$ cat config.mk
export PLATFORM = sky130hd
export DESIGN_NAME = inst_fetch_resp
export DESIGN_NICKNAME = d
export VERILOG_FILES = /design/src/rtl/inst_fetch_resp.sv
export SDC_FILE = /design/constraint.sdc
export NUM_CORES = 1
export LEC_CHECK = 0
export CORE_UTILIZATION = 50
export CTS_CLUSTER_SIZE = 10
export DETAILED_ROUTE_END_ITERATION = 8
export PLACE_DENSITY = 0.76
export SLEW_MARGIN = 20
export SYNTH_ARGS = -nofsm -noshare
export SYNTH_HDL_FRONTEND = slang
export SYNTH_SLANG_ARGS = --single-unit
$ cat constraint.sdc
create_clock -name clk -period 7.7 [get_ports clk]
set_input_delay 1.54 -clock clk [delete_from_list [all_inputs] [get_ports clk]]
set_output_delay 1.54 -clock clk [all_outputs]
set_load 0.05 [all_outputs]
$ cat src/rtl/inst_fetch_resp.sv
// Instruction-fetch return path: issues PC-generator requests to memory, tags them with their PC,
// and buffers in-order responses for decode. Flushes discard in-flight fetches.
module inst_fetch_resp #(
  parameter int unsigned DEPTH  = 4,
  parameter int unsigned ADDR_W = 32,
  parameter int unsigned DATA_W = 32
) (
  input  logic              clk,
  input  logic              rst_n,
  input  logic              inst_en_i,
  input  logic [ADDR_W-1:0] pc_i,
  input  logic              flush_i,
  output logic              stallreq_o,
  output logic              mem_req_o,
  output logic [ADDR_W-1:0] mem_addr_o,
  input  logic              mem_gnt_i,
  input  logic              mem_rvalid_i,
  input  logic [DATA_W-1:0] mem_rdata_i,
  output logic              inst_valid_o,
  output logic [DATA_W-1:0] inst_o,
  output logic [ADDR_W-1:0] inst_pc_o,
  input  logic              inst_ready_i
);

  localparam int unsigned PtrW = $clog2(DEPTH);
  localparam int unsigned CntW = PtrW + 1;
  localparam logic [CntW:0]   DepthSum = DEPTH[CntW:0];
  localparam logic [CntW-1:0] DepthCnt = DEPTH[CntW-1:0];

  logic [DATA_W-1:0] data_q [DEPTH];
  logic [ADDR_W-1:0] dpc_q  [DEPTH];
  logic [ADDR_W-1:0] tag_q  [DEPTH];

  logic [PtrW-1:0] rptr_q, rptr_d, wptr_q, wptr_d;
  logic [PtrW-1:0] trptr_q, trptr_d, twptr_q, twptr_d;
  logic [CntW-1:0] cnt_q, cnt_d, out_q, out_d, drop_q, drop_d;

  logic credit, accept, dropping, live_resp, fifo_push, fifo_pop;

  assign credit    = ({1'b0, cnt_q} + {1'b0, out_q}) < DepthSum;
  // Request and stall are qualified by reset so both read low while reset is held.
  assign mem_req_o  = rst_n & inst_en_i & credit & ~flush_i;
  assign mem_addr_o = pc_i;
  assign accept     = mem_req_o & mem_gnt_i;
  assign stallreq_o = rst_n & inst_en_i & ~accept & ~flush_i;

  assign dropping  = (drop_q != '0);
  assign live_resp = mem_rvalid_i & ~dropping;
  assign fifo_push = live_resp & ~flush_i;
  assign fifo_pop  = inst_valid_o & inst_ready_i & ~flush_i;

  assign inst_valid_o = (cnt_q != '0);
  assign inst_o       = inst_valid_o ? data_q[rptr_q] : '0;
  assign inst_pc_o    = inst_valid_o ? dpc_q[rptr_q]  : '0;

  always_comb begin
    out_d   = out_q;
    drop_d  = drop_q;
    cnt_d   = cnt_q;
    rptr_d  = rptr_q;
    wptr_d  = wptr_q;
    trptr_d = trptr_q;
    twptr_d = twptr_q;

    if (accept)       out_d = out_d + CntW'(1);
    if (mem_rvalid_i) out_d = out_d - CntW'(1);

    if (flush_i) begin
      // drop + live - returning response: everything still in flight after this edge is stale.
      drop_d  = out_q - CntW'(mem_rvalid_i);
      cnt_d   = '0;
      rptr_d  = '0;
      wptr_d  = '0;
      trptr_d = '0;
      twptr_d = '0;
    end else begin
      if (mem_rvalid_i && dropping) drop_d = drop_q - CntW'(1);
      if (accept)    twptr_d = twptr_q + PtrW'(1);
      if (live_resp) trptr_d = trptr_q + PtrW'(1);
      if (fifo_push) wptr_d  = wptr_q + PtrW'(1);
      if (fifo_pop)  rptr_d  = rptr_q + PtrW'(1);
      if (fifo_push && !fifo_pop) cnt_d = cnt_q + CntW'(1);
      if (!fifo_push && fifo_pop) cnt_d = cnt_q - CntW'(1);
    end
  end

  always_ff @(posedge clk or negedge rst_n) begin
    if (!rst_n) begin
      out_q   <= '0;
      drop_q  <= '0;
      cnt_q   <= '0;
      rptr_q  <= '0;
      wptr_q  <= '0;
      trptr_q <= '0;
      twptr_q <= '0;
    end else begin
      out_q   <= out_d;
      drop_q  <= drop_d;
      cnt_q   <= cnt_d;
      rptr_q  <= rptr_d;
      wptr_q  <= wptr_d;
      trptr_q <= trptr_d;
      twptr_q <= twptr_d;
    end
  end

  // Storage needs no reset: outputs are masked by the valid count.
  always_ff @(posedge clk) begin
    if (accept) tag_q[twptr_q] <= pc_i;
    if (fifo_push) begin
      data_q[wptr_q] <= mem_rdata_i;
      dpc_q[wptr_q]  <= tag_q[trptr_q];
    end
  end

`ifndef SYNTHESIS
  a_no_overflow: assert property (@(posedge clk) disable iff (!rst_n)
    !(fifo_push && !fifo_pop && (cnt_q == DepthCnt)));
`endif

endmodule

# Word-level counts from Yosys, hierarchy flattened
# Memories as Yosys holds them, arrays and structs flattened.
# Index checks and enable logic that the tools add are counted.
# op_classes
n_reduce_logical,13
magnitude_cmp,1
n_mux,21
n_bitwise,13
addsub,11
# op_table
operator,n
$mux 32,2
$mux 3,7
$mux 2,8
$and 1x1->1,10
$reduce_bool 2->1,5
$reduce_bool 3->1,3
$sub 3x1->3 const B,3
$add 2x1->2 const B,4
$add 3x1->3 const B,2
$add 3x3->4,1
$lt 4x3->1 const B,1
$mux 1,4
$logic_and 1x1->1,3
$not 1->1,3
$sub 3x1->3,1
$logic_not 1->1,2
# word_totals
mem_count,3
input_bits,71
reg_bits,17
word_cells,69
out_inout_bits,99
mem_bits_rw,384
# mem_list
memory,depth,width,rd,rd_ports_with_merged_regs,wr,line_no,text
data_q,4,32,1,0,1,30,logic [DATA_W-1:0] data_q [DEPTH];
dpc_q,4,32,1,0,1,31,logic [ADDR_W-1:0] dpc_q [DEPTH];
tag_q,4,32,1,0,1,32,logic [ADDR_W-1:0] tag_q [DEPTH];

# Logic depth before layout (Yosys ltp)
# logic_depth
ltp_word,8
mapped_depth,9
depth_no_buf,8

# Worst setup path before layout
# Ideal clock, no wire load.
# synth_path
path_type,in2out
start,in flush_i
end,out mem_req_o
arrival_time_ns,2.971
stages,3
slack_ns,3.189
required_time_ns,6.160
cell_sequence,buf_2 -> nand3b_4 -> nor3_1
# synth_via
elab_chain_cells,2
# synth_rtl
element,line_no,text
from (decl),12,"input logic flush_i,"
$not 1->1,42,assign mem_req_o = rst_n & inst_en_i & credit & ~flush_i;
$and 1x1->1,42,
to (decl),14,"output logic mem_req_o,"
# Every way passes these cells.

# Worst setup path in the final report
# layout_path
start,in rst_n
end,out stallreq_o
# layout_via
elab_chain_cells,7
# layout_rtl
element,line_no,text
from (decl),9,"input logic rst_n,"
$and 1x1->1 (*),"42, 45",
$and 1x1->1 (2 in series),42,
$and 1x1->1,44,assign accept = mem_req_o & mem_gnt_i;
$not 1->1,45,assign stallreq_o = rst_n & inst_en_i & ~accept & ~flush_i;
$and 1x1->1 (*) (2 in series),45,
to (decl),13,"output logic stallreq_o,"
# Mark *: on every way between the ends. The rest lies on a longest branch, timed or not.

==> impl_metrics.toml <==
[logic_synthesis]
syn-cell-area_mm2 = 0.01569
synth_nets = 812
postSynthAreaPerCell_um2 = 21.67
synth_flop_cell = "edfxtp_1"
synth_edf_count = 384
netlist_instances = 724
synth.most_common_cell = "edfxtp_1"
synthTopCellsByArea = "edfxtp_1, mux4_2, and2_1"
synth.largest_area_cell = "edfxtp_1"
yosysUniqueCellTypes = 33
yosys_register_bits = 401
ys_seq_area_share_pct = 76.20
synth_top_area_share_pct = 73.49
yosysWarnings = 0
async_flop_share_pct = 4.239
ys_top_cells_by_count = "edfxtp_1, mux4_2, and2_1"

[routing]
drc = 25
via_count = 7150
routed_wirelength_um = 28690
drt-wirelength-per-cell_um = 22.10
drtIter0Drc = 448
antenna_left = 0
first_pass_iters = 6
via_per_inst = 5.508

[cts]
cts_buffer_depth = 3
cts_made_buffers = 46
cts_resized = 0
hold_buffers = 0
clock-sinks = 401
cts_root_buf = "clkbuf_16"
clk_latency_ns = 0.54
cts_setup_buffers = 0
htree_levels = 2
cts_tree = "built"
path_clk_slew_ns = 0.05

[grt]
grt_pass1_wl_um = 43090
grt_pass1_vias = 7598
grt_max_degree = 66
grt_antenna_before_repair = 0
grt_overflow = 0
grtUsageTotal_pct = 18.38

[sta]
max_freq_ghz = 0.1749
worst_clock_skew_ns = 0.01369
hold_viol = 0
setup_violations = 0
finalCritPeriodShare_pct = 74.24
slew_violations = 0
fin_crit_ns = 5.716
max_slew_margin_pct = 27.86
tightest_slew_ns = 1.082
fin_setup_tns_ns = 0
grt_setup_unrepaired = "no"

[placement]
io_buffers = 169
dp_hpwl_um = 14750
gp_congestion = 0.7058

[critical_path]
critPathKind = "primary input to output pin"
critical_path_required_ns = 6.16
crit_top_cell = "clkdlybuf4s50_1"
arrival_ns = 4.18
end_kind = "output pin"
cpPeakStageDelay_ns = 1.01
crit_fanout = 18
crit_slowest_cell = "clkdlybuf4s50_1"
startpoint_type = "primary input"
path_cells = "clkdlybuf4s50_1 > nand3b_4 > nor4b_4 > nor2_1 > clkdlybuf4s50_1"

[status]
outcome = "finished with violations"
violations = "DRC"

[cells_and_area]
drive_above_1_share_pct = 18.85
nNetsFinal = 967
fillers = 2105
diodes = 0
area_delta_synth_final_pct = 20.09

[job]
maxCapViolations = 0

[floorplanning]
die_h_um = 179.2
core_mm2 = 0.03075
dieArea_mm2 = 0.03209
die_x_um = 179.2
start_util_pct = 51.03
ios = 170
num_rows = 64

[power]
powerDensity_mw_per_mm2 = 346.7
p_sw_share_pct = 32.37
power.switching_w = 0.002115
clkPwrFrac_pct = 29.2
pwr-share-seq_pct = 39.7
vdd_drop_max_mv = 0.3031
p_int_w = 0.004419
p_comb_share_pct = 31.1
totalPowerFinal_w = 0.006533
p_leak_nw = 5.989

[worst_hold_path]
worstHoldPathType = "flip-flop to flip-flop"
-- critical path: cells and delay by family --
family	cells	cell delay, ns
and+or+nand+nor	3	0.89
buffers and inverters	2	1.73
-- path summary, 6_finish.rpt --
check / startpoint / endpoint / slack (ns) / depth (start not counted)
min in group asynchronous: rst_n / drop_q[1]$_DFFE_PN0P_ / 1.48 / 1
worst min-delay path: wptr_q[1]$_DFFE_PN0P_ / wptr_q[1]$_DFFE_PN0P_ / 0.59 / 2
max in group asynchronous: rst_n / rptr_q[0]$_DFFE_PN0P_ / 5.62 / 1
worst max register to register: cnt_q[2]$_DFFE_PN0P_ / tag_q[3][5]$_DFFE_PP_ / 4.67 / 4
worst max-delay path: rst_n / stallreq_o / 1.98 / 5
worst min register to register: wptr_q[1]$_DFFE_PN0P_ / wptr_q[1]$_DFFE_PN0P_ / 0.59 / 2
-- sequential cells by signal (all words and copies together), names as in the netlist --
register,cells
tag_q,128
twptr_q,2
out_q,3
rptr_q,2
data_q,128
drop_q,3
cnt_q,3
dpc_q,128
trptr_q,2
wptr_q,2
-- routing by layer --
| metal | vias to the layer above | part of all wire [%] | track usage (%) |
|---|---|---|---|
| li1 | 3178 | - | - |
| met1 | 3689 | 41 | 23.27 |
| met2 | 243 | 52 | 32.35 |
| met3 | 40 | 5.5 | 2.926 |
| met4 | 0 | 2.1 | 6.127 |
| met5 | - | 0 | 0 |
-- kinds of logic (layout without fill, tap and decap cells) --
group	count (synthesis)	in the layout	share of synthesized area [%]
buf+inv	74	252	2.807
mux	102	102	14.17
simple gates	110	110	4.314
fa+ha+maj	17	17	1.403
compound gates	7	7	0.3828
xor+xnor	13	13	0.7256
flops	401	401	76.20
-- area by class of cell --
cell class | count | area, um^2 | share of cell area (%)
Clock inverter | 4 | 37.54 | 0.1992
Clock buffer | 67 | 1261 | 6.693
Tap cell | 396 | 495.5 | 2.629
Inverter | 8 | 30.03 | 0.1594
Multi-Input combinational cell | 249 | 3311 | 17.57
Timing Repair Buffer | 173 | 1742 | 9.243
Sequential cell | 401 | 11970 | 63.51
-- per-stage QoR --
step           hold slack [ns]  cell area, um^2  std cells  setup WS, ns  utilization (%)
6_report                0.5911            18840       1298         1.984            61.28
2_1_floorplan           0.5382            15690        724         3.189                -
3_5_place_dp            0.5838            17520       1226         1.911            56.97
5_1_grt                 0.6407            18840       1298         1.731            61.28
3_3_place_gp            0.5698            17520       1226         1.922            56.97
4_1_cts                 0.5914            18820       1297         1.913            61.19
-- power groups by stage --
stage / logic, W / clock network (W) / registers, W
2_1_floorplan: 0.00148 / 0 / 0.00257
3_3_place_gp: 0.00198 / 0 / 0.00267
3_5_place_dp: 0.00200 / 0 / 0.00268
4_1_cts: 0.00201 / 0.00194 / 0.00264
5_1_grt: 0.00216 / 0.00202 / 0.00261
6_report: 0.00203 / 0.00191 / 0.00259
-- cell usage in the layout, fill, tap and decap left out, drive strengths merged, types with 2 or more instances in the layout --
master         netlist  routed
or3                  3       3
and3                 2       2
clkbuf              14      67
and2                73      73
nand3b               3       3
nor3                 3       3
nand2b               3       3
xnor2                8       8
mux4                96      96
clkdlybuf4s50        0     169
mux2i                5       5
buf                 52       4
dfrtp               17      17
nor2                10      10
inv                  8      10
o21ai                2       2
ha                  16      16
nand2                8       8
nand3                3       3
a21oi                2       2
xor2                 5       5
edfxtp             384     384
clkinv               0       2
(Power assumes the default switching activity.)
